<file path="src/rtl/tic_tac_toe_game_ctrl.sv">
`default_nettype none
// +----------------------------------------------------------------------------+
// | Module      : tic_tac_toe_game_ctrl                                        |
// | Description : Tic-tac-toe board state, turn order, win/draw detection and  |
// |               winning-line blink mask for the display stage.               |
// | Revision    : 1.0 - initial release                                        |
// +----------------------------------------------------------------------------+
module tic_tac_toe_game_ctrl #(
  parameter int BLINK_DIV = 12_500_000
) (
  input  logic       CLOCK,
  input  logic       reset_n_in,
  input  logic [3:0] cell_cursor,
  input  logic       cell_enter,
  input  logic       new_game,
  output logic [8:0] grid_x,
  output logic [8:0] grid_o,
  output logic [8:0] grid_state_marked,
  output logic       player_o_turn,
  output logic [2:0] game_state,
  output logic [8:0] win_line,
  output logic [8:0] win_blink_mask,
  output logic       illegal_move,
  output logic [3:0] move_count
);

  typedef enum logic [2:0] {
    ST_PLAY  = 3'd0,
    ST_X_WON = 3'd1,
    ST_O_WON = 3'd2,
    ST_DRAW  = 3'd3
  } state_t;

  localparam int c_cnt_w = (BLINK_DIV > 1) ? $clog2(BLINK_DIV) : 1;
  localparam logic [c_cnt_w-1:0] c_cnt_max = c_cnt_w'(BLINK_DIV - 1);
  localparam logic [8:0] c_lines [0:7] = '{
    9'h007, 9'h038, 9'h1C0, 9'h049, 9'h092, 9'h124, 9'h111, 9'h054
  };

  state_t             r_state, w_state_nxt;
  logic [8:0]         r_grid_x, r_grid_o, r_win_line;
  logic [8:0]         w_grid_x_nxt, w_grid_o_nxt, w_win_line_nxt;
  logic               r_turn, r_first_o, r_blink_phase, r_illegal;
  logic               w_turn_nxt, w_first_o_nxt, w_blink_phase_nxt, w_illegal_nxt;
  logic [3:0]         r_move_count, w_move_count_nxt;
  logic [c_cnt_w-1:0] r_blink_cnt, w_blink_cnt_nxt;

  logic [8:0] w_cell, w_marked, w_mover_next, w_hit;
  logic       w_accept, w_won;

  assign w_marked = r_grid_x | r_grid_o;
  assign w_cell   = (cell_cursor <= 4'd8) ? (9'd1 << cell_cursor) : 9'd0;
  assign w_accept = cell_enter && (r_state == ST_PLAY) && (w_cell != 9'd0)
                    && ((w_cell & w_marked) == 9'd0);
  assign w_mover_next = r_turn ? (r_grid_o | w_cell) : (r_grid_x | w_cell);
  assign w_won = (r_state == ST_X_WON) || (r_state == ST_O_WON);

  always_comb begin
    w_hit = 9'd0;
    for (int i = 0; i < 8; i++) begin
      if ((w_mover_next & c_lines[i]) == c_lines[i]) w_hit = w_hit | c_lines[i];
    end
  end

  always_comb begin
    w_state_nxt       = r_state;
    w_grid_x_nxt      = r_grid_x;
    w_grid_o_nxt      = r_grid_o;
    w_win_line_nxt    = r_win_line;
    w_turn_nxt        = r_turn;
    w_first_o_nxt     = r_first_o;
    w_move_count_nxt  = r_move_count;
    w_blink_cnt_nxt   = r_blink_cnt;
    w_blink_phase_nxt = r_blink_phase;
    w_illegal_nxt     = 1'b0;
    if (new_game) begin
      // Starter alternates between games; a simultaneous move is dropped silently.
      w_state_nxt       = ST_PLAY;
      w_grid_x_nxt      = 9'd0;
      w_grid_o_nxt      = 9'd0;
      w_win_line_nxt    = 9'd0;
      w_move_count_nxt  = 4'd0;
      w_blink_cnt_nxt   = '0;
      w_blink_phase_nxt = 1'b0;
      w_first_o_nxt     = ~r_first_o;
      w_turn_nxt        = ~r_first_o;
    end else begin
      if (cell_enter && !w_accept) w_illegal_nxt = 1'b1;
      if (w_accept) begin
        if (r_turn) w_grid_o_nxt = w_mover_next;
        else        w_grid_x_nxt = w_mover_next;
        w_move_count_nxt = (r_move_count == 4'd9) ? 4'd9 : r_move_count + 4'd1;
        w_turn_nxt       = ~r_turn;
        if (w_hit != 9'd0) begin
          w_state_nxt    = r_turn ? ST_O_WON : ST_X_WON;
          w_win_line_nxt = w_hit;
        end else if (r_move_count == 4'd8) begin
          w_state_nxt = ST_DRAW;
        end
      end
      if (w_won) begin
        if (r_blink_cnt == c_cnt_max) begin
          w_blink_cnt_nxt   = '0;
          w_blink_phase_nxt = ~r_blink_phase;
        end else begin
          w_blink_cnt_nxt = r_blink_cnt + 1'b1;
        end
      end
    end
  end

  always_ff @(posedge CLOCK or negedge reset_n_in) begin
    if (!reset_n_in) begin
      r_state       <= ST_PLAY;
      r_grid_x      <= 9'd0;
      r_grid_o      <= 9'd0;
      r_win_line    <= 9'd0;
      r_turn        <= 1'b0;
      r_first_o     <= 1'b0;
      r_move_count  <= 4'd0;
      r_blink_cnt   <= '0;
      r_blink_phase <= 1'b0;
      r_illegal     <= 1'b0;
    end else begin
      r_state       <= w_state_nxt;
      r_grid_x      <= w_grid_x_nxt;
      r_grid_o      <= w_grid_o_nxt;
      r_win_line    <= w_win_line_nxt;
      r_turn        <= w_turn_nxt;
      r_first_o     <= w_first_o_nxt;
      r_move_count  <= w_move_count_nxt;
      r_blink_cnt   <= w_blink_cnt_nxt;
      r_blink_phase <= w_blink_phase_nxt;
      r_illegal     <= w_illegal_nxt;
    end
  end

  assign grid_x            = r_grid_x;
  assign grid_o            = r_grid_o;
  assign grid_state_marked = w_marked;
  assign player_o_turn     = r_turn;
  assign game_state        = r_state;
  assign win_line          = r_win_line;
  assign win_blink_mask    = r_blink_phase ? r_win_line : 9'd0;
  assign illegal_move      = r_illegal;
  assign move_count        = r_move_count;

endmodule
`default_nettype wire

</file>
<file path="config.mk">
export PLATFORM = sky130hd
export DESIGN_NAME = tic_tac_toe_game_ctrl
export DESIGN_NICKNAME = d
export VERILOG_FILES = /design/src/rtl/tic_tac_toe_game_ctrl.sv
export SDC_FILE = /design/constraint.sdc
export NUM_CORES = 1
export LEC_CHECK = 0
export ABC_AREA = 1
export CAP_MARGIN = 20
export CORE_MARGIN = 2
export CORE_UTILIZATION = 50
export CTS_CLUSTER_SIZE = 16
export DETAILED_ROUTE_END_ITERATION = 8
export GPL_TIMING_DRIVEN = 0
export PLACE_DENSITY = 0.74
export SYNTH_ARGS = -nofsm -noshare
export SYNTH_HDL_FRONTEND = slang
export SYNTH_SLANG_ARGS = --single-unit
</file>
<file path="constraint.sdc">
create_clock -name CLOCK -period 2.5 [get_ports CLOCK]
set_input_delay 0.5 -clock CLOCK [delete_from_list [all_inputs] [get_ports CLOCK]]
set_output_delay 0.5 -clock CLOCK [all_outputs]
set_load 0.05 [all_outputs]
</file>
Word-level counts from Yosys, hierarchy flattened
Cells that the tools add are included.
Word-level totals
  bits in registers: 62
  bits of input ports: 8
  output and inout bits: 54
Operators by class
  add/subtract/negate cells: 2
  $lt $le $gt $ge: 1
  equality and inequality tests: 14
  shift-type cells: 1
  mux-type cells: 38
  bitwise logic cells: 7
  reduce and logical (&&, ||, !) cells: 21
Operator list (number)
  2-to-1 mux 9 bit: 15
  2-to-1 mux 24 bit: 3
  OR 9 bit: 3
  adder 24 x 1 -> 24 bit (second input constant): 1
  == test 24 bit (second input constant): 1
  == test 3 bit (second input constant): 8
  nonzero test 9 bit: 2
  2-to-1 mux 3 bit: 5
  2-to-1 mux 7 bit: 2
  2-to-1 mux 4 bit: 3
  AND reduction 2 bit: 5
  nonzero test 2 bit: 5
  bitwise AND 9 bit: 1
  zero test 9 bit: 1
  left shift 1 x 4 -> 9 bit (first input constant): 1
  == test 4 bit (second input constant): 2
  2-to-1 mux 8 bit: 1
  2-to-1 mux 1 bit: 7
  2-to-1 mux 6 bit: 1
  adder 4 x 1 -> 4 bit (second input constant): 1
  <= comparator 4 bit (second input constant): 1
  logical AND 1 bit: 4
  == test 3 x 1 -> 1 bit (second input constant): 1
  == test 3 x 2 -> 1 bit (second input constant): 1
  other kinds (7): 9

Logic depth before layout (Yosys ltp)
  depth in word-level cells: 17
  depth in mapped cells: 12
  gate-level depth less buffers: 11

Worst setup path before layout
OpenSTA, ideal clock, no wires.
  path kind: register -> register
  start: reg r_state[0] (netlist: game_state[0])
  end: reg r_blink_cnt[7]
  library setup time: 79 ps
  arrival: 2031 ps
  data required time: 2421 ps
  setup slack: 389 ps
  cell stages (with the launch flop): 10
  path buffers: 2
  path through: dfrtp_1 -> inv_1 -> ha_1 -> nor2_2 -> inv_1 -> clkbuf_1 -> nand2_1 -> buf_2 -> nand2_1 -> a2bb2oi_1
Between the ends
  longest elaborated chain between the ends: 3
  elaborated cells on any way between the ends: 4
Ends and longest elaborated chain
  start: declaration: RTL line 40  | state_t r_state, w_state_nxt;
  start signal: assignment: RTL line 125  | r_state <= w_state_nxt;
  == test 3 x 1 -> 1 bit or == test 3 x 2 -> 1 bit (tied branches): RTL line 56  | assign w_won = (r_state == ST_X_WON) || (r_state == ST_O_WON);
  logical OR 1 bit (*): RTL line 56
  nonzero test 2 bit (no source line) (*)
  end signal: assignment: RTL line 132  | r_blink_cnt <= w_blink_cnt_nxt;
  end: declaration: RTL line 46  | logic [c_cnt_w-1:0] r_blink_cnt, w_blink_cnt_nxt;
Mark *: on every way between the ends. The rest lies on a longest branch, timed or not.
A chain may end at the register's enable or synchronous reset.

Worst setup path after layout
  start: in new_game
  end: reg r_blink_cnt[7]
Between the ends
  longest elaborated chain between the ends: 1
  elaborated cells on any way between the ends: 2
Ends and longest elaborated chain
  start: declaration: RTL line 15  | input logic new_game,
  2-to-1 mux 24 bit or nonzero test 2 bit (tied branches)
Several ways; a longest one is shown, not always the timed one.

==> results.json <==
{
  "placed_area_mm2": 0.004313,
  "drt-pass1-iter-count": 5,
  "p_clk_share_pct": 20.2,
  "p_seq_share_pct": 27.0,
  "max-cap-violations": 0,
  "p_int_mw": 2.589,
  "synth_ff_type": "dfrtp_1",
  "grt-ovfl-total": 0,
  "finish.net_count": 595,
  "worstSetupPathType": "in -> reg",
  "synth_edf_count": 0,
  "rsz0062_at_grt": "no",
  "crit_family": "buffers and inverters",
  "nFillCells": 599,
  "cts_buffers": 9,
  "rrSetupSlack_ns": 0.25,
  "clock_latency_ns": 0.34,
  "final.setup.tns_ns": 0,
  "postCtsSetupBuffers": 0,
  "power_switching_mw": 2.409,
  "crit_path_end_kind": "flop",
  "vias": 3602,
  "setup_viol": 0,
  "p_leak_nw": 2.355,
  "fp.dieH_um": 88.59,
  "maxSlewViolCount": 0,
  "drc_errors": 0,
  "area_delta_synth_final_pct": 27.39,
  "crit_fanout": 10,
  "combPwrFrac_pct": 52.8,
  "grt_usage_pct": 25.79,
  "skew_ns": 0.007994,
  "clkSinkCount": 61,
  "clock_path_buffers": 2,
  "switching_share_pct": 48.20,
  "hp-class": "in -> async",
  "stdcell_area_mm2": 0.004557,
  "ios": 62,
  "ys_warn_count": 0,
  "path_common_cell": "clkbuf_1",
  "power.density_mw_per_mm2": 1097,
  "fp.dieW_um": 88.59,
  "cts_tree": "built",
  "syn_avg_cell_area_um2": 6.973,
  "slowest_delay_ns": 0.58,
  "place.gp.congestion": 0.9692,
  "first_iter_violations": 305,
  "cp.arrival_ns": 2.57,
  "slew_headroom_pct": 42.61,
  "final.min_clock_period_ns": 2.310,
  "worst_slew_pin_slew_ns": 0.8608,
  "root_buffer": "clkbuf_8",
  "drtAntennaViolNets": 0,
  "cp_slowest_cell": "clkdlybuf4s50_1",
  "core_area_mm2": 0.006869,
  "antenna_found_initial": 0,
  "wl_per_cell_um": 13.70,
  "num_rows": 30,
  "synth_cell_type_count": 32,
  "port_buffers": 60,
  "cp-start-kind": "primary input",
  "place_hpwl_mm": 7.012,
  "start_util_pct": 52.08,
  "hold_viol_final": 0,
  "fin_crit_sh_pct": 92.40,
  "dieArea_mm2": 0.007847,
  "final_layout_size_suffix_gt1_share_pct": 6.780,
  "syn_area_mm2": 0.003577,
  "syn-num-nets": 523,
  "grt_pass1_vias": 3240,
  "finalWirelength_mm": 9.399,
  "status": "finished, final reports clean",
  "path_cells": "clkdlybuf4s50_1, inv_1, clkbuf_1, clkbuf_1, nand3_1, a2bb2oi_1",
  "grt_pass1_wl_mm": 15.46,
  "async_flop_share_pct": 100.0,
  "ys_seq_area_share_pct": 42.67,
  "cts_max_level": 3,
  "required_ns": 2.76,
  "grt_start_max_net_pins": 37,
  "path_buf_inv": 4,
  "ys_ff_latch": 61,
  "via_per_inst": 5.251,
  "diodes": 0,
  "max-vdd-ir-drop_uv": 879.8,
  "path_clk_slew_ns": 0.07,
  "netlist_instances": 513,
  "fmax_mhz": 432.9
}
-- metal layers --
layer,up-vias,track usage [%],share of wire (%)
met3,22,5.131,4.8
met2,123,38.76,46
met1,1686,36.66,48
met4,0,10.47,2.0
li1,1771,-,-
met5,-,0,0
-- worst reg2reg max path: stages, from the launching register on --
cell and delay (ns):
dfrtp_1 0.38, inv_1 0.06, ha_1 0.35, nor2_2 0.33, inv_1 0.13, clkbuf_1 0.25
nand2_1 0.18, buf_2 0.24, nand2_1 0.11, a2bb2oi_1 0.15
-- through the flow --
stage | instances | hold WS, ns | setup WS [ns] | power, mW | util [%]
2_1_floorplan | 513 | 0.2044 | 0.3894 | 3.144 | -
3_3_place_gp | 669 | 0.4623 | -1.042 | 3.957 | 62.57
3_5_place_dp | 670 | 0.4740 | -0.1270 | 3.997 | 62.79
4_1_cts | 686 | 0.2945 | 0.001440 | 5.009 | 66.05
5_1_grt | 686 | 0.3431 | 0.07241 | 5.249 | 66.34
6_report | 686 | 0.2674 | 0.1901 | 4.998 | 66.34
-- state kept, by name, indices dropped and copies added, names as in the netlist --
signal         flops
game_state         2
grid_o             9
grid_x             9
illegal_move       1
move_count         4
player_o_turn      1
r_blink_cnt       24
r_blink_phase      1
r_first_o          1
win_line           9
-- path summary, 6_finish.rpt --
kind | start | endpoint | cells after the start
max | new_game | r_blink_cnt[7] | 6
min | reset_n_in | win_line[3] | 1
min reg2reg | r_first_o | r_first_o | 2
min in group CLOCK | r_first_o | r_first_o | 2
max reg2reg | game_state[0] | r_blink_cnt[7] | 9
max in group asynchronous | reset_n_in | r_blink_cnt[5] | 2
-- timing repair --
| item | in CTS | in global routing |
|---|---|---|
| hold buffers | 0 | 0 |
| endpoints found under the setup margin | 1 | 8 |
| gates resized for setup | 1 | 8 |
| gates cloned | 0 | 0 |
-- final cells by class --
class	instances	area [um2]	share of cell area (%)
inverter	73	274.0	6.013
clock buffer	12	155.1	3.405
multi-input combinational	366	1682	36.90
tap	96	120.1	2.636
clock inverter	4	70.07	1.538
buffer	13	95.09	2.087
timing repair buffer	61	634.4	13.92
sequential	61	1526	33.50
-- synth_stat cells, types with 2 or more instances --
cell type  instances  area [um2]
a21oi_1            8       40.04
a31oi_1            3       18.77
buf_4              2       15.01
buf_6              5       56.30
clkbuf_1           5       18.77
dfrtp_1           61        1526
ha_1               2       25.02
inv_1             71       266.5
inv_2              2       7.510
nand2_1          164       615.6
nand2_2            4       25.02
nand2_4            2       22.52
nand3_1           46       230.2
nand4_1           12       75.07
nor2_1            50       187.7
nor2_2             5       31.28
nor3_1             7       35.03
nor4_1             3       18.77
o21a_1             3       22.52
o21ai_0           11       55.05
o21ai_1           30       150.1
o22ai_1            2       12.51
xor2_1             6       52.55
-- cells by family after synthesis --
logic type	after synthesis	synth area share, %
and+or+nand+nor	297	35.71
buffers and inverters	86	10.32
DFF	61	42.67
AOI/OAI and AO/OA	60	9.024
xor gates and xnor gates	6	1.469
adders and majority gates	2	0.6994
other	1	0.1048
-- placed cells by master (no fill, tap or decap) --
master	synthesis	layout
nand2_1	164	164
inv_1	71	71
dfrtp_1	61	61
nor2_1	50	50
clkdlybuf4s50_1	0	50
nand3_1	46	46
o21ai_1	30	30
nand4_1	12	12
o21ai_0	11	11
clkbuf_8	0	11
a21oi_1	8	8
dlymetal6s2s_1	0	8
nor3_1	7	7
clkbuf_1	5	6
xor2_1	6	6
nor2_2	5	5
buf_6	5	5
nand2_2	4	4
a31oi_1	3	3
o21a_1	3	3
nor4_1	3	3
buf_4	2	2
inv_2	2	2
o22ai_1	2	2
nand2_4	2	2
buf_2	1	2
ha_1	2	2
bufinv_16	0	2
clkinv_2	0	2
nor2_4	1	1
nand3_2	1	1
o211ai_1	1	1
nand3b_1	1	1
a211oi_1	1	1
nor3b_1	1	1
a2bb2oi_1	1	1
conb_1	1	1
buf_12	0	1
dlygate4sd2_1	0	1
-- power by group through the flow --
stage          Sequential [mW]  Combinational (mW)  Clock, mW
5_1_grt                   1.38                2.80       1.07
3_3_place_gp              1.36                2.60          0
4_1_cts                   1.35                2.64       1.02
6_report                  1.35                2.64       1.01
2_1_floorplan             1.92                1.22          0
3_5_place_dp              1.36                2.63          0
Note: power is estimated with default switching activity, not from simulation.
==> RTL edit 1: new RTL, same settings <==
Register the inputs `cell_cursor`, `cell_enter` and `new_game` before use, cleared by the reset. The logic sees them one clock later.
--- a/src/rtl/tic_tac_toe_game_ctrl.sv
+++ b/src/rtl/tic_tac_toe_game_ctrl.sv
@@ -38,4 +38,20 @@
   };
 
+  logic [3:0] cell_cursor_q;
+  logic cell_enter_q;
+  logic new_game_q;
+
+  always_ff @(posedge CLOCK or negedge reset_n_in) begin
+    if (!reset_n_in) begin
+      cell_cursor_q <= '0;
+      cell_enter_q  <= '0;
+      new_game_q    <= '0;
+    end else begin
+      cell_cursor_q <= cell_cursor;
+      cell_enter_q  <= cell_enter;
+      new_game_q    <= new_game;
+    end
+  end
+
   state_t             r_state, w_state_nxt;
   logic [8:0]         r_grid_x, r_grid_o, r_win_line;
@@ -50,6 +66,6 @@
 
   assign w_marked = r_grid_x | r_grid_o;
-  assign w_cell   = (cell_cursor <= 4'd8) ? (9'd1 << cell_cursor) : 9'd0;
-  assign w_accept = cell_enter && (r_state == ST_PLAY) && (w_cell != 9'd0)
+  assign w_cell   = (cell_cursor_q <= 4'd8) ? (9'd1 << cell_cursor_q) : 9'd0;
+  assign w_accept = cell_enter_q && (r_state == ST_PLAY) && (w_cell != 9'd0)
                     && ((w_cell & w_marked) == 9'd0);
   assign w_mover_next = r_turn ? (r_grid_o | w_cell) : (r_grid_x | w_cell);
@@ -74,5 +90,5 @@
     w_blink_phase_nxt = r_blink_phase;
     w_illegal_nxt     = 1'b0;
-    if (new_game) begin
+    if (new_game_q) begin
       // Starter alternates between games; a simultaneous move is dropped silently.
       w_state_nxt       = ST_PLAY;
@@ -86,5 +102,5 @@
       w_turn_nxt        = ~r_first_o;
     end else begin
-      if (cell_enter && !w_accept) w_illegal_nxt = 1'b1;
+      if (cell_enter_q && !w_accept) w_illegal_nxt = 1'b1;
       if (w_accept) begin
         if (r_turn) w_grid_o_nxt = w_mover_next;
Formal check against the unedited RTL: not equivalent (Yosys sat finds a counterexample within 4 cycles, from zero or initial values and one cycle with reset_n_in low).
==> RTL edit 1 against the unedited design <==
Cell count decreased by 1.9%. Count of clock-buffer cells in the layout decreased by 1. Largest power group unchanged. Die area increased by 4.3%. Routed wire length decreased by 5.5%. Design area increased by 2.0%. Area after synthesis increased by 4.5%. Critical endpoint is now grid_state_marked[1]. Hold slack got worse by 0.023 ns. Power increased by 6.4%. Maximum frequency increased by 1.6%. Sequential cell count increased by 6. Setup slack improved by 0.036 ns.
==> RTL edit 1: results (changes against the unedited design) <==
grt_pass1_vias: 3308  # +2.1%
clk_latency_ns: 0.35
port_buffers: 60  # unchanged
max-slew-margin-rel: 0.4507  # +0.02462
p_clk_frac: 0.172  # -0.030
cp.arrival_ns: 1.77  # -0.80 ns
fin_skew_ns: 0.007072  # -0.0009223 ns
antenna_found_initial: 0  # unchanged
place.gp.congestion: 0.9711  # +0.20%
synthArstFlopShare: 1.000  # unchanged
grt_pass1_wl_mm: 15.27  # -1.2%
netlist-cell-type-count: 39  # +22%
status: "finished clean"
drive_gt1_frac: 0.1150  # +0.04719
grt_use_total: 0.2323  # -0.02565
drtIter0Drc: 129  # -58%
cts_max_path_buffers: 2  # unchanged
cts_max_level: 3  # unchanged
combPwrFrac: 0.544  # +0.016
irDropWorstVdd_v: 0.0005494  # -38%
synth_ff_type: "dfrtp_1"
hpwl_mm: 6.590  # -6.0%
leakagePower_nw: 2.307  # -2.0%
largest_reg_flops: 24  # unchanged
crit_path_max_fanout: 4  # -6
largest-register: "r_blink_cnt"
syn-num-nets: 509  # -2.7%
viasPerCell: 5.019  # -4.4%
diodes: 0  # unchanged
hold_path_class: "in2async"
clock-root-buffer: "clkbuf_8"
drtPass1Iterations: 4  # -1
yosysWarnings: 0  # unchanged
synth.area.top_cells: "dfrtp_1, nand2_1, nand3_1, inv_1, nor2_1"
grt_max_degree: 68  # +84%
ys_top_cells_by_count: "nand2_1, dfrtp_1, inv_1, nor2_1, nand3_1"
numCtsBuffers: 9  # unchanged
fill_cells: 644  # +7.5%
nets: 580  # -2.5%
pre_cts_slack_ns: 0.2979  # +0.4250 ns
internal_power_mw: 2.687  # +3.8%
wl_per_cell_um: 13.20  # -3.7%
synth_seq_area_share: 0.4486  # +0.02189
clkTransAtPathRegs_ns: 0.07  # about the same
pg_clk_uw: 913  # -9.6%
-- RTL edit 1: cell types whose count changed in the layout (fill, tap and decap cells not counted), sizes merged, moves of 3 or more --
| cell | unedited run | this run |
|---|---|---|
| inv | 73 | 62 |
| dlygate4sd2 | 1 | 9 |
| dlymetal6s2s | 8 | 0 |
| dfrtp | 61 | 67 |
| nand2 | 170 | 164 |
| nor3 | 7 | 12 |
| or2 | 0 | 4 |
| xnor2 | 0 | 4 |
| clkbuf | 17 | 14 |
| nand3 | 47 | 44 |
| o21a | 3 | 0 |
| o21ai | 41 | 38 |
-- RTL edit 1: layout make-up --
type	instances	area share
Multi-Input combinational cell	359	0.3751
Sequential cell	67	0.3606
Timing Repair Buffer	60	0.1262
Inverter	62	0.05005
Clock buffer	11	0.03256
Tap cell	99	0.02664
Buffer	11	0.01803
Clock inverter	4	0.01076
-- RTL edit 1: cells by family after synthesis --
| group | Yosys count | synth area share |
|---|---|---|
| multiplexers | 1 | 0.002678 |
| AND/OR/NAND/NOR | 294 | 0.3519 |
| other | 1 | 0.001003 |
| AO/OA/AOI/OAI | 49 | 0.07633 |
| buffers and inverters | 73 | 0.08470 |
| flip-flops | 67 | 0.4486 |
| adder cells (fa/ha/maj) | 2 | 0.006695 |
| XOR/XNOR | 12 | 0.02812 |
-- RTL edit 1: final timing paths --
check                            startpoint                   end  slack, ns  cells after the start
hold reg to reg                   r_first_o             r_first_o       0.48                      1
setup / recovery                  grid_x[1]  grid_state_marked[1]       0.23                      2
max in group asynchronous        reset_n_in          cell_enter_q       1.70                      1
hold / removal                   reset_n_in             grid_x[8]       0.24                      1
min in group CLOCK                r_first_o             r_first_o       0.48                      1
setup reg to reg           cell_cursor_q[3]             grid_o[8]       0.47                     10
-- RTL edit 1: per-layer routing --
| layer | vias to the layer above | wire length, um | global-route usage | part of all wire |
|---|---|---|---|---|
| met5 | - | 0 | 0 | 0 |
| met4 | 0 | 87 | 0.06795 | 0.0098 |
| met3 | 7 | 401 | 0.06093 | 0.045 |
| met2 | 68 | 4561 | 0.4129 | 0.51 |
| met1 | 1578 | 3832 | 0.2767 | 0.43 |
| li1 | 1725 | - | - | - |
-- RTL edit 1: repair_timing --
| action | in CTS | in global routing |
|---|---|---|
| setup buffers | 0 | 0 |
| gates resized for setup | 9 | 0 |
| setup endpoints to repair | 9 | 0 |
-- RTL edit 1: metrics by stage --
step	instances	instance area [um2]	TNS, ns	hold slack [ns]
after global placement	658	4462	-83.03	0.4544
after global routing	673	4649	0	0.3223
after floorplan	499	3737	0	0.2044
after CTS	673	4649	0	0.2772
final	673	4649	0	0.2447
after detailed placement	658	4459	0	0.4597
-- RTL edit 1: worst max-delay path, cell delays in order, from the launching register on --
cell             delay (ns)
dfrtp_1                0.40
or2_2                  0.32
clkdlybuf4s50_1        0.71
==> RTL edit 2: new RTL, same flow settings <==
Made on the original files. The parameter `BLINK_DIV` goes from 12_500_000 to 6_250_000.
--- a/src/rtl/tic_tac_toe_game_ctrl.sv
+++ b/src/rtl/tic_tac_toe_game_ctrl.sv
@@ -7,5 +7,5 @@
 // +----------------------------------------------------------------------------+
 module tic_tac_toe_game_ctrl #(
-  parameter int BLINK_DIV = 12_500_000
+  parameter int BLINK_DIV = 6_250_000
 ) (
   input  logic       CLOCK,
Formal check against the unedited RTL: no difference found for any inputs over 4 cycles, from zero or initial values and one cycle with reset_n_in low; that may be too few to reach the edited logic, so the function may still have changed.
==> RTL edit 2 against the unedited design <==
Design area decreased by 1.2%. Sequential cell count decreased by 1. Power decreased by 6.4%. Die area decreased by 0.41%. Setup slack improved by 0.0072 ns. Routed wire length decreased by 4.8%. Area after synthesis decreased by 0.42%. Maximum frequency increased by 0.31%. Critical path type is now reg2out. Critical endpoint is now grid_state_marked[7]. Largest cell class unchanged.
==> RTL edit 2: results (changes against the unedited design) <==
ys_top_cells_by_count: "nand2_1, dfrtp_1, inv_1, nor2_1, nand3_1"
synth_seq_area_share: 0.4215  # -0.005226
irDropWorstVdd_v: 0.0007587  # -14%
syn_inst: 496  # -3.3%
cp.arrival_ns: 1.80  # -0.77 ns
viasPerCell: 5.112  # -2.6%
tightest_slew_ns: 0.6730  # -0.1879 ns
fill_cells: 614  # +2.5%
drtIter0Drc: 172  # -44%
crit_path_max_fanout: 4  # -6
netlist-cell-type-count: 36  # +13%
place.gp.congestion: 0.8882  # -8.4%
clock_tree_area_fraction: 0.04833  # -0.001090
synth-xor-area-share: 0.01721  # +0.002521
use_met2: 0.4231  # +0.03554
synth-compound-area-share: 0.08465  # -0.005591
grt_pass1_vias: 3389  # +4.6%
n_all_buffers: 73  # -1.4%
met3_length_um: 497  # +10%
met2_length_mm: 4.430  # +3.5%
multiInputGateArea_um2: 1734  # +3.1%
synthAdderAreaFrac: 0.007025  # +0.00002949
nets: 578  # -2.9%
design.seq.count: 60  # -1.6%
synth.area.top_cells: "dfrtp_1, nand2_1, inv_1, nand3_1, nor2_1"
dpl_cell_area_um2: 4298  # -0.35%
hpwl_mm: 6.613  # -5.7%
cpPeakStageDelay_ns: 0.71  # +0.13 ns
multi_input_cells: 364  # -0.55%
leakagePower_nw: 2.233  # -5.2%
drt-met1-wl_mm: 3.858  # -14%
syn-num-nets: 506  # -3.3%
syn_avg_cell_area_um2: 7.182  # +3.0%
dp.cells: 653  # -2.5%
status: "finished clean"
synth_top_area_frac: 0.4215  # -0.005226
final_cells: 669  # -2.5%
grt_pass1_wl_mm: 15.04  # -2.7%
pre_cts_slack_ns: -0.1391  # -0.01208 ns
post-route-cell-area_um2: 4504  # -1.2%
inv_count: 60  # -18%
drtPass1Iterations: 4  # -1
grt_use_total: 0.2478  # -0.01010
drive_gt1_frac: 0.1012  # +0.03343
grt_max_degree: 33  # -11%
fin_skew_ns: 0.009780  # +0.001786 ns
## RTL edit 2: repair_timing
action	CTS	global route
endpoints found under the setup margin	9	0
resized for setup	9	0
hold buffers	0	0
## RTL edit 2: report_power, final
part	switching (mW)	total, mW	internal (mW)
Sequential	0.164	1.31	1.15
Clock	0.396	0.983	0.588
Combinational	1.66	2.39	0.723
Total	2.22	4.68	2.46
## RTL edit 2: final timing paths
| check | start | end | slack [ns] | cells past startpoint |
|---|---|---|---|---|
| min | reset_n_in | r_blink_cnt[1] | 0.19 | 1 |
| min reg2reg | r_first_o | r_first_o | 0.50 | 2 |
| max | grid_x[7] | grid_state_marked[7] | 0.20 | 2 |
| max reg2reg | game_state[0] | r_blink_cnt[11] | 0.23 | 8 |
| min in group CLOCK | r_first_o | r_first_o | 0.50 | 2 |
| max in group asynchronous | reset_n_in | grid_x[8] | 1.70 | 2 |
